===== src/rtl/btb_ctrl_pkg.sv =====
// Shared types for the branch target buffer controller.
//   - btb_state_e : controller state (INIT walk after reset, RUN, FLUSH walk)
//   - CNT_*       : 2-bit prediction counter encodings
//   - btb_entry_t : one table entry (valid, tag, target, counter)
//   - sat_update  : saturating counter step towards the resolved direction
package btb_ctrl_pkg;

  // Tag and target fields are stored at this width; the controller
  // zero-extends narrower addresses into them.
  localparam int unsigned ADDR_W_MAX = 64;

  typedef enum logic [1:0] {
    INIT  = 2'd0,
    RUN   = 2'd1,
    FLUSH = 2'd2
  } btb_state_e;

  localparam logic [1:0] CNT_SNT = 2'b00;
  localparam logic [1:0] CNT_WNT = 2'b01;
  localparam logic [1:0] CNT_WT  = 2'b10;
  localparam logic [1:0] CNT_ST  = 2'b11;

  typedef struct packed {
    logic                  valid;
    logic [ADDR_W_MAX-1:0] tag;
    logic [ADDR_W_MAX-1:0] target;
    logic [1:0]            cnt;
  } btb_entry_t;

  function automatic logic [1:0] sat_update(input logic [1:0] cnt, input logic taken);
    logic [1:0] nxt;
    nxt = cnt;
    if (taken) begin
      if (cnt != CNT_ST) nxt = cnt + 2'd1;
    end else begin
      if (cnt != CNT_SNT) nxt = cnt - 2'd1;
    end
    return nxt;
  endfunction

endpackage


===== src/rtl/btb_ctrl_table.sv =====
// Register-array storage for the branch target buffer.
//   clk      : clock
//   rd_idx   : combinational read address
//   rd_entry : entry at rd_idx
//   wr_en    : write the whole entry wr_entry at wr_idx
//   clr_en   : clear only the valid bit of entry clr_idx (clear walk)
module btb_ctrl_table
  import btb_ctrl_pkg::*;
#(
  parameter int unsigned ENTRIES = 16,
  parameter int unsigned IDX_W   = $clog2(ENTRIES)
) (
  input  logic             clk,
  input  logic [IDX_W-1:0] rd_idx,
  output btb_entry_t       rd_entry,
  input  logic             wr_en,
  input  logic [IDX_W-1:0] wr_idx,
  input  btb_entry_t       wr_entry,
  input  logic             clr_en,
  input  logic [IDX_W-1:0] clr_idx
);

  btb_entry_t mem [ENTRIES];

  // No reset: every valid bit is cleared by the walk before any access.
  always_ff @(posedge clk) begin
    if (wr_en) mem[wr_idx] <= wr_entry;
    if (clr_en) mem[clr_idx].valid <= 1'b0;
  end

  assign rd_entry = mem[rd_idx];

endmodule


===== src/rtl/branch_target_buffer_ctrl.sv =====
// Direct-mapped branch target buffer controller.
// Owns the clear walk FSM, the single-slot lookup/update arbiter with a
// starvation bound, the one-deep pending-update register and the
// registered lookup response.
//   btb_ctrl_clk / btb_ctrl_rst_n : clock, asynchronous active-low reset
//   btb_ctrl_flush / btb_ctrl_busy: invalidate-all request, clear walk active
//   btb_ctrl_lookup_*             : fetch lookup request (valid/ready/pc)
//   btb_ctrl_resp_*               : lookup response, one cycle after accept
//   btb_ctrl_upd_*                : resolved-branch update (valid/ready/pc/target/taken)
module branch_target_buffer_ctrl
  import btb_ctrl_pkg::*;
#(
  parameter int unsigned ENTRIES    = 16,
  parameter int unsigned ADDR_W     = 32,
  parameter int unsigned STARVE_MAX = 4
) (
  input  logic              btb_ctrl_clk,
  input  logic              btb_ctrl_rst_n,
  input  logic              btb_ctrl_flush,
  output logic              btb_ctrl_busy,
  input  logic              btb_ctrl_lookup_valid,
  output logic              btb_ctrl_lookup_ready,
  input  logic [ADDR_W-1:0] btb_ctrl_lookup_pc,
  output logic              btb_ctrl_resp_valid,
  output logic              btb_ctrl_resp_hit,
  output logic [ADDR_W-1:0] btb_ctrl_resp_target,
  output logic [1:0]        btb_ctrl_resp_prediction,
  input  logic              btb_ctrl_upd_valid,
  output logic              btb_ctrl_upd_ready,
  input  logic [ADDR_W-1:0] btb_ctrl_upd_pc,
  input  logic [ADDR_W-1:0] btb_ctrl_upd_target,
  input  logic              btb_ctrl_upd_taken
);

  localparam int unsigned IDX_W = $clog2(ENTRIES);
  localparam int unsigned STV_W = $clog2(STARVE_MAX + 1);

  function automatic logic [IDX_W-1:0] idx_of(input logic [ADDR_W-1:0] pc);
    return IDX_W'(pc >> 2);
  endfunction

  function automatic logic [ADDR_W_MAX-1:0] tag_of(input logic [ADDR_W-1:0] pc);
    return ADDR_W_MAX'(pc >> (IDX_W + 2));
  endfunction

  btb_state_e        state_q, state_d;
  logic [IDX_W-1:0]  walk_idx_q, walk_idx_d;
  logic              clr_en;

  logic              pend_valid_q;
  logic [ADDR_W-1:0] pend_pc_q;
  logic [ADDR_W-1:0] pend_target_q;
  logic              pend_taken_q;
  logic [STV_W-1:0]  starve_q;

  logic              resp_valid_p1;
  logic              resp_hit_p1;
  logic [ADDR_W-1:0] resp_target_p1;
  logic [1:0]        resp_pred_p1;

  logic              run, lookup_fire, upd_fire, commit;
  logic [IDX_W-1:0]  rd_idx;
  logic [ADDR_W_MAX-1:0] rd_tag;
  logic              rd_hit;
  btb_entry_t        rd_entry, wr_entry;
  logic              wr_en;

  // ---- stage p0: arbitration and table access ----
  assign run         = (state_q == RUN);
  assign lookup_fire = run && btb_ctrl_lookup_valid && (starve_q < STV_W'(STARVE_MAX));
  // Flush drops the pending update, so it must not commit in the flush cycle.
  assign commit      = run && pend_valid_q && !lookup_fire && !btb_ctrl_flush;
  assign upd_fire    = btb_ctrl_upd_ready && btb_ctrl_upd_valid;

  assign btb_ctrl_busy         = !run;
  assign btb_ctrl_lookup_ready = lookup_fire;
  assign btb_ctrl_upd_ready    = run && !pend_valid_q && !btb_ctrl_flush;

  // The single read port serves the lookup when it wins, otherwise the
  // read half of the pending update's read-modify-write.
  assign rd_idx = lookup_fire ? idx_of(btb_ctrl_lookup_pc) : idx_of(pend_pc_q);
  assign rd_tag = lookup_fire ? tag_of(btb_ctrl_lookup_pc) : tag_of(pend_pc_q);
  assign rd_hit = rd_entry.valid && (rd_entry.tag == rd_tag);

  always_comb begin
    wr_en    = 1'b0;
    wr_entry = rd_entry;
    if (commit) begin
      if (rd_hit) begin
        wr_en        = 1'b1;
        wr_entry.cnt = sat_update(rd_entry.cnt, pend_taken_q);
        if (pend_taken_q) wr_entry.target = ADDR_W_MAX'(pend_target_q);
      end else if (pend_taken_q) begin
        // Allocation replaces whatever aliases at this index.
        wr_en           = 1'b1;
        wr_entry.valid  = 1'b1;
        wr_entry.tag    = tag_of(pend_pc_q);
        wr_entry.target = ADDR_W_MAX'(pend_target_q);
        wr_entry.cnt    = CNT_WT;
      end
    end
  end

  btb_ctrl_table #(
    .ENTRIES (ENTRIES)
  ) u_table (
    .clk      (btb_ctrl_clk),
    .rd_idx   (rd_idx),
    .rd_entry (rd_entry),
    .wr_en    (wr_en),
    .wr_idx   (idx_of(pend_pc_q)),
    .wr_entry (wr_entry),
    .clr_en   (clr_en),
    .clr_idx  (walk_idx_q)
  );

  always_comb begin
    state_d    = state_q;
    walk_idx_d = walk_idx_q;
    clr_en     = 1'b0;
    unique case (state_q)
      INIT, FLUSH: begin
        clr_en     = 1'b1;
        walk_idx_d = walk_idx_q + 1'b1;
        if (walk_idx_q == IDX_W'(ENTRIES - 1)) state_d = RUN;
      end
      RUN: begin
      end
      default: state_d = INIT;
    endcase
    // Flush from any state (including mid-walk) restarts the walk at 0.
    if (btb_ctrl_flush) begin
      state_d    = FLUSH;
      walk_idx_d = '0;
    end
  end

  // ---- stage p1: registered control and lookup response ----
  always_ff @(posedge btb_ctrl_clk or negedge btb_ctrl_rst_n) begin
    if (!btb_ctrl_rst_n) begin
      state_q        <= INIT;
      walk_idx_q     <= '0;
      pend_valid_q   <= 1'b0;
      starve_q       <= '0;
      resp_valid_p1  <= 1'b0;
      resp_hit_p1    <= 1'b0;
      resp_target_p1 <= '0;
      resp_pred_p1   <= CNT_WNT;
    end else begin
      state_q    <= state_d;
      walk_idx_q <= walk_idx_d;

      if (btb_ctrl_flush || commit) pend_valid_q <= 1'b0;
      else if (upd_fire)            pend_valid_q <= 1'b1;

      if (btb_ctrl_flush || commit)       starve_q <= '0;
      else if (pend_valid_q && lookup_fire) starve_q <= starve_q + 1'b1;

      resp_valid_p1 <= lookup_fire;
      if (lookup_fire) begin
        resp_hit_p1    <= rd_hit;
        resp_target_p1 <= rd_hit ? ADDR_W'(rd_entry.target) : '0;
        resp_pred_p1   <= rd_hit ? rd_entry.cnt : CNT_WNT;
      end
    end
  end

  always_ff @(posedge btb_ctrl_clk) begin
    if (upd_fire) begin
      pend_pc_q     <= btb_ctrl_upd_pc;
      pend_target_q <= btb_ctrl_upd_target;
      pend_taken_q  <= btb_ctrl_upd_taken;
    end
  end

  assign btb_ctrl_resp_valid      = resp_valid_p1;
  assign btb_ctrl_resp_hit        = resp_hit_p1;
  assign btb_ctrl_resp_target     = resp_target_p1;
  assign btb_ctrl_resp_prediction = resp_pred_p1;

endmodule


===== config.mk =====
export PLATFORM = sky130hd
export DESIGN_NAME = branch_target_buffer_ctrl
export DESIGN_NICKNAME = d
export VERILOG_FILES = /design/src/rtl/btb_ctrl_pkg.sv /design/src/rtl/btb_ctrl_table.sv /design/src/rtl/branch_target_buffer_ctrl.sv
export SDC_FILE = /design/constraint.sdc
export NUM_CORES = 2
export LEC_CHECK = 0
export ABC_CLOCK_PERIOD_IN_PS = 13400
export BUFFER_PORTS_ARGS = -buffer_cell sky130_fd_sc_hd__buf_4
export CORE_MARGIN = 2
export CORE_UTILIZATION = 35
export DETAILED_ROUTE_END_ITERATION = 6
export GPL_TIMING_DRIVEN = 0
export SYNTH_ARGS = -nofsm -noshare
export SYNTH_HDL_FRONTEND = slang
export SYNTH_SLANG_ARGS = --single-unit

===== constraint.sdc =====
create_clock -name btb_ctrl_clk -period 13.4 [get_ports btb_ctrl_clk]
set_input_delay 0.67 -clock btb_ctrl_clk [delete_from_list [all_inputs] [get_ports btb_ctrl_clk]]
set_output_delay 0.67 -clock btb_ctrl_clk [all_outputs]
set_load 0.01 [all_outputs]

* After elaboration in Yosys (flattened, before gate mapping) *
Memory sizes are Yosys's and may differ from the RTL's.
Index checks and enable logic that the tools add are counted.

storage, ports and cells
  register bits = 111
  latch bits = 0
  RAM bits = 2096
  memory bits (read-only) = 0
  input bits = 102
  output and inout bits = 39
  logic and storage cells = 79
  memories = 1

operators by class
  add/subtract/negate cells = 4
  multipliers = 0
  divide/modulo/power cells = 0
  order comparisons = 1
  equality and inequality tests = 7
  shift-type cells = 0
  multiplexer cells = 32
  bitwise gates (word level) = 0
  reductions and logical operators = 23

memories
  name         depth  bits a word  rd ports  clocked after memory_dff  write ports  RTL line              RTL
  u_table.mem  16     131          1         0                         1            btb_ctrl_table.sv:23  btb_entry_t mem [ENTRIES];

operators with widths
  kind                                           number
  two-way mux 131 bit                            3
  OR reduction 131 bit                           1
  two-way mux 66 bit                             1
  two-way mux 65 bit                             1
  == test 64 x 26 -> 1 bit                       1
  two-way mux 64 bit                             1
  two-way mux 32 bit                             1
  two-way mux 26 bit                             1
  two-way mux 4 bit                              4
  two-way mux 2 bit                              7
  logical AND 1 bit                              10
  two-way mux 1 bit                              10
  nonzero test 2 bit                             4
  two-way mux 3 bit                              2
  adder 4 x 1 -> 4 bit, second input constant    1
  == test 4 bit, second input constant           1
  zero test 1 bit                                4
  != test 2 bit, second input constant           2
  case mux 2 bit (2 select lines)                1
  adder 3 x 1 -> 3 bit, second input constant    1
  < comparator 3 bit, second input constant      1
  != test 3 bit, second input constant           1
  adder 2 x 1 -> 2 bit, second input constant    1
  == test 2 x 1 -> 1 bit, second input constant  1
  6 further kinds                                6

* Depth between registers and ports, before layout *
An unclocked memory read counts as a cell.

  depth in word-level cells = 12
  depth in mapped cells = 20
  depth with buffers taken out = 13

* Hierarchy *
Synthesis repeated with hierarchy kept, for this count alone.

unflattened totals
  cells, all modules = 3975
  area total of the unflattened synthesis = 85260.5 um^2

modules (own cells, without submodules)
  module                     instances  cells each  area an instance (um^2)  seq. area each (um^2)
  btb_ctrl_table             1          3403        79188.4                  62780.2
  branch_target_buffer_ctrl  1          572         6072.1                   3044.2

* Least setup slack after synthesis *
No wires, ideal clock.

  path type = input port to flip-flop
  start = input btb_ctrl_lookup_valid
  end = memory u_table.mem[2][0] in the netlist's numbering (enable)
  setup time = 0.556 ns
  data arrival time = 7.625 ns
  required time = 12.844 ns
  setup slack = 5.219 ns
  stages = 16
  path buffers = 5
  cell sequence = nand4bb_1 -> buf_4 -> inv_4 -> mux2_4 -> buf_6 -> buf_6 -> nand2_1 -> buf_4 -> a21oi_1 -> o41ai_1 -> xnor2_1 -> nand4_1 -> nor4_2 -> a31oi_2 -> clkbuf_1 -> nor2_1

between the ends
  word-level cells in the longest chain between the ends = 11
  elaborated cells on any way between the ends = 15
  those cells by class = eq/ne (1); mux (7); reduce/logical (6); memory (1)

RTL lines
  element                                    RTL line                         RTL
  start: declaration                         branch_target_buffer_ctrl.sv:21  input logic btb_ctrl_lookup_valid,
  logical AND 1 bit * (2 in a row)           branch_target_buffer_ctrl.sv:70  assign lookup_fire = run && btb_ctrl_lookup_valid && (starve_q < STV_W'(STARVE_MAX));
  two-way mux 4 bit                          branch_target_buffer_ctrl.sv:81  assign rd_idx = lookup_fire ? idx_of(btb_ctrl_lookup_pc) : idx_of(pend_pc_q);
  memory (16 x 131 bit)                      --
  == test 64 x 26 -> 1 bit                   branch_target_buffer_ctrl.sv:83  assign rd_hit = rd_entry.valid && (rd_entry.tag == rd_tag);
  logical AND 1 bit                          branch_target_buffer_ctrl.sv:83
  two-way mux 1 bit                          branch_target_buffer_ctrl.sv:89  if (rd_hit) begin
  two-way mux 1 bit *                        branch_target_buffer_ctrl.sv:88  if (commit) begin
  two-way mux 1 bit *                        btb_ctrl_table.sv:27             if (wr_en) mem[wr_idx] <= wr_entry;
  two-way mux 1 bit (implied by the code) *  btb_ctrl_table.sv:27
  two-way mux 2 bit (no source line) *       --
  end: declaration                           btb_ctrl_table.sv:23

Every way passes the cells marked *; elsewhere a longest branch is shown, timed or not.

* Final worst setup path *
  start = register starve_q[2]
  end = memory u_table.mem[14][87] in the netlist's numbering, data pin

between the ends
  word-level cells in the longest chain between the ends = 9
  elaborated cells on any way between the ends = 14
  those cells by class = order compare (1); eq/ne (1); mux (6); reduce/logical (5); memory (1)

RTL lines
  element                                 RTL line                          RTL
  start: declaration                      branch_target_buffer_ctrl.sv:54   logic [STV_W-1:0] starve_q;
  start signal: assignment                branch_target_buffer_ctrl.sv:157  else if (pend_valid_q && lookup_fire) starve_q <= starve_q + 1'b1;
  < comparator 3 bit *                    branch_target_buffer_ctrl.sv:70
  logical AND 1 bit *                     branch_target_buffer_ctrl.sv:70
  two-way mux 4 bit                       branch_target_buffer_ctrl.sv:81
  memory (16 x 131 bit)                   --
  == test 64 x 26 -> 1 bit                branch_target_buffer_ctrl.sv:83
  logical AND 1 bit                       branch_target_buffer_ctrl.sv:83
  two-way mux 65 bit                      branch_target_buffer_ctrl.sv:89
  two-way mux 131 bit *                   branch_target_buffer_ctrl.sv:88
  two-way mux 131 bit (no source line) *  --

Every way passes the cells marked *; elsewhere a longest branch is shown, timed or not. The select of a mux whose other input is x is not followed.

==> results.md <==
STA:
- The final-layout worst hold slack is 31.1 ps.
- Measured against its own limit, the worst slew margin works out to -0.105.
- Setup repair after global routing left no endpoint under its margin.
- In the finished design, the share of the clock period the worst path needs comes to 0.679.
- The setup-violating endpoint count in the final report is 0.
- The final count of hold timing violations is 0.
- The upper clock frequency limit is 110 MHz.
- Across the routed clock network, the largest skew measured is around 47 ps.
- The number of max-slew violations in the final report is 135.
- Once routing completed, OpenROAD measured the worst setup slack at 4300 ps.
- Adding up every negative setup slack in the final design gives 0 ps.
- The transition at the pin with the smallest max-transition slack is around 1700 ps.
- The worst path in the final design needs a cycle of 9100 ps, including I/O delays and setup.

Floorplan:
- The core region is 197000 um2.
- The floorplan has 163 rows.
- The die boundary height is around 450 um.
- The width of the die is 448 um.
- The die footprint is between 200000 and 250000 um2.
- During I/O placement, the number of pins put on the boundary was 141.
- For this configuration, the core starts out at a cell density of 0.351.

Critical path:
- STA puts the critical path data required time at 13830 ps.
- The critical path class is register to register.
- The most critical setup path has its startpoint at starve_q[2]$_DFFE_PN0P_.
- The data arrival at the endpoint of the critical path is approximately 9500 ps.
- The worst setup path is captured at a register.
- The worst flop-to-flop path startpoint is starve_q[2]$_DFFE_PN0P_.
- The largest fanout on the critical path is 16.
- The worst setup path is launched from a register.

Place:
- Detailed placement finished with a half-perimeter wire length of 167000 um.
- The number of placed instances, taps included, is slightly below 8000.
- Input and output buffers added on the ports amount to 135.
- At the end of routability-driven placement, the weighted congestion stood at around 0.95.
- Timing analysis after detailed placement gives a worst setup slack of 4190 ps.

Logic synthesis:
- The share of flip-flops with an asynchronous set or reset after synthesis is 0.0272.
- The post-synthesis instance area is 69100 um2.
- The flip-flop and latch count after synthesis is about 1700.
- Counting flops with a built-in enable in the synthesized netlist gives around 1600.
- The synthesis warning total is 0.
- The share of the Yosys chip area taken by registers is 0.733.
- The most common cell in the synthesized netlist is sky130_fd_sc_hd__edfxtp_1.
- The number of standard cells after synthesis is 5093.
- The post-synthesis net count is approximately 5200.
- The mean post-synth cell area is 13.6 um2.
- The distinct cell type count of the synthesized netlist is 75.
- The area share of the largest cell type after synthesis is 0.716.
- sky130_fd_sc_hd__edfxtp_1 takes more of the synthesized area than any other cell.
- For this run, the leading register cell type out of synthesis is sky130_fd_sc_hd__edfxtp_1.
- After synthesis, the most frequently instantiated cells are sky130_fd_sc_hd__edfxtp_1 (1647), sky130_fd_sc_hd__nand2_1 (1236), sky130_fd_sc_hd__nand3_1 (483).
- In the post-synthesis netlist, the biggest area contributors are sky130_fd_sc_hd__edfxtp_1 (72%), sky130_fd_sc_hd__nand2_1 (6.7%), sky130_fd_sc_hd__nand3_1 (3.5%), sky130_fd_sc_hd__mux2i_1 (2.9%), sky130_fd_sc_hd__dfrtp_1 (1.6%).

Clock tree:
- The number of post-CTS setup repair buffers is 0.
- The CTS tree is built.
- Clock tree synthesis selected as its root buffer the cell sky130_fd_sc_hd__clkbuf_16.
- Counting every sink on the clock net gives 1693.
- The clock tree synthesis step divided the H-tree into 4 levels.
- Clock latency on the worst-skew pair, taken at its later pin, is 850 ps.
- The maximum count of clock buffers along a single path is 3.
- The number of buffers created by CTS is 168.
- The clock-pin slew on the worst setup and hold paths is 60 ps.

Worst hold path:
- The origin of the worst min-delay path is btb_ctrl_upd_pc[19].
- The worst hold-check path type is input pin to register.

Finish:
- Measured on the finished design, the core utilization comes to 0.411.
- The register area is approximately 51000 um2.
- The area growth from synthesis to layout is 16.9%.
- In the final layout, the share of cells above drive strength 1 is 0.126.
- In the final layout, the multi-input gates occupy 17100 um2.
- The number of fill cells in the layout is 18200.
- For this run, the post-layout net count is 5609.
- The final non-filler cell total is 8292.

Global routing:
- The total overflow reported by the global router is 0.
- The first global-routing pass estimated 352000 um of wire.
- The number of antenna violations at the first check in global routing is 12.
- Across every metal layer, demand over resource in global routing totals 0.251.
- The via count of the first global-routing pass is approximately 46000.
- Entering global routing, the biggest net connects 47 pins.

Power:
- VDD sags by at most roughly 0.12 mV.
- The power density relative to cell area is 130 nW/um2.
- The leakage power is 28.3 nW.

Run status:
- The final reports fail on DRC, capacitance limit, slew limit.
- The run finished, with violations left.

Routing:
- For this run, design rule violations remaining after detail routing come to 2.
- After the first detailed-routing iteration, the DRC count stood at roughly 7600.
- The via count normalized by instance count is between 5 and 6.
- The remaining number of nets flagged by the antenna check after routing is 0.
- The wire length after detailed routing is roughly 260000 um.
- The pre-antenna-repair detailed-routing pass consisted of 7 iterations.
- In the final routed layout, each cell accounts on average for 31.0 um.
- The detailed router placed 48400 vias in this run.

Run:
- The max-capacitance violation count is 14.
sequential cells by signal (all words and copies together), names as in the netlist:
| signal | flops |
|---|---|
| btb_ctrl_resp_hit | 1 |
| walk_idx_q | 4 |
| pend_taken_q | 1 |
| pend_pc_q | 30 |
| btb_ctrl_resp_target | 32 |
| starve_q | 3 |
| state_q | 2 |
| u_table.mem | 1584 |
| pend_target_q | 32 |
| btb_ctrl_resp_prediction | 2 |
| pend_valid_q | 1 |
| btb_ctrl_resp_valid | 1 |
per-stage QoR:
step                power [mW]  instance area, um2
global route              10.7               80800
global placement          5.89               73400
finish                    10.5               80800
detailed placement        5.90               74800
floorplan                 5.86               69100
CTS                       10.5               80700
power by group:
part / leakage, nW / internal, mW / switching (mW) / total (mW)
sequential: 16.8 / 5.72 / 0.00204 / 5.72
clock: 2.62 / 2.63 / 2.09 / 4.72
combinational: 8.90 / 0.0366 / 0.0338 / 0.0703
total: 28.3 / 8.39 / 2.12 / 10.5
metal layers:
layer | vias up | track usage | share of wire
met4 | 0 | 0.143 | 0.064
li1 | 20000 | - | -
met3 | 758 | 0.0639 | 0.12
met2 | 3401 | 0.400 | 0.46
met5 | - | 0 | 0
met1 | 24300 | 0.310 | 0.36
placed cells by master, fill, tap and decap left out, types with 39 or more instances in the layout:
cell / n
sky130_fd_sc_hd__buf_2: 88
sky130_fd_sc_hd__nand2_1: 1236
sky130_fd_sc_hd__mux2i_1: 197
sky130_fd_sc_hd__a31oi_1: 39
sky130_fd_sc_hd__and3_1: 77
sky130_fd_sc_hd__a311oi_1: 77
sky130_fd_sc_hd__buf_1: 54
sky130_fd_sc_hd__a21oi_1: 167
sky130_fd_sc_hd__nand4_1: 51
sky130_fd_sc_hd__clkbuf_16: 170
sky130_fd_sc_hd__o21ai_0: 90
sky130_fd_sc_hd__dfrtp_1: 45
sky130_fd_sc_hd__dlygate4sd3_1: 47
sky130_fd_sc_hd__buf_4: 152
sky130_fd_sc_hd__edfxtp_1: 1647
sky130_fd_sc_hd__a32oi_1: 40
sky130_fd_sc_hd__nand3_1: 483
sky130_fd_sc_hd__clkbuf_1: 216
sky130_fd_sc_hd__nor2_1: 147
sky130_fd_sc_hd__o22ai_1: 42
path summary, 6_finish.rpt:
path,to,slack (ps),depth (start not counted)
min in group asynchronous,btb_ctrl_resp_target[21]$_DFFE_PN0N_,430,2
worst max-delay path,u_table.mem[14][87]$_DFFE_PP_,4300,15
max in group asynchronous,walk_idx_q[2]$_DFFE_PN0P_,12350,2
worst max register to register,u_table.mem[14][87]$_DFFE_PP_,4300,15
worst min register to register,btb_ctrl_resp_prediction[1]$_DFFE_PN0N_,490,2
worst min-delay path,pend_pc_q[19]$_DFFE_PP_,30,1
worst max-delay path, cell delays in order, from the launching register on:
cell and delay [ps]:
sky130_fd_sc_hd__dfrtp_1 380, sky130_fd_sc_hd__nand4bb_1 190, sky130_fd_sc_hd__buf_4 220, sky130_fd_sc_hd__inv_4 120
sky130_fd_sc_hd__buf_6 170, sky130_fd_sc_hd__mux2i_1 1120, sky130_fd_sc_hd__clkbuf_1 1010, sky130_fd_sc_hd__clkbuf_1 740
sky130_fd_sc_hd__clkbuf_1 820, sky130_fd_sc_hd__clkbuf_1 620, sky130_fd_sc_hd__buf_1 980, sky130_fd_sc_hd__clkbuf_1 880
sky130_fd_sc_hd__nand2_1 100, sky130_fd_sc_hd__o21ai_0 110, sky130_fd_sc_hd__o21ai_0 110, sky130_fd_sc_hd__a21oi_1 1060
what timing repair did:
item / 4_1_cts / 5_1_grt
endpoints found under the hold margin: 91 / 0
resized for setup: 0 / 0
hold buffers: 47 / 0
cell type report:
cell class,count,share of cell area
inverters,9,0.000449
well taps,2640,0.0409
clock inverters,84,0.0103
repair buffers,242,0.0345
clock buffers,225,0.0564
diodes,8,0.000248
multi-input cells,3047,0.212
plain buffers,344,0.0192
flip-flops and latches,1693,0.626
logic make-up after synthesis:
| family | Yosys count | synth area share |
|---|---|---|
| compound gates | 644 | 0.0649 |
| flops | 1693 | 0.733 |
| mux | 255 | 0.0425 |
| fa+ha+maj | 2 | 0.000362 |
| simple gates | 2117 | 0.133 |
| xor+xnor | 29 | 0.00368 |
| buf+inv | 353 | 0.0229 |
Power figures use the tool's default switching activity.
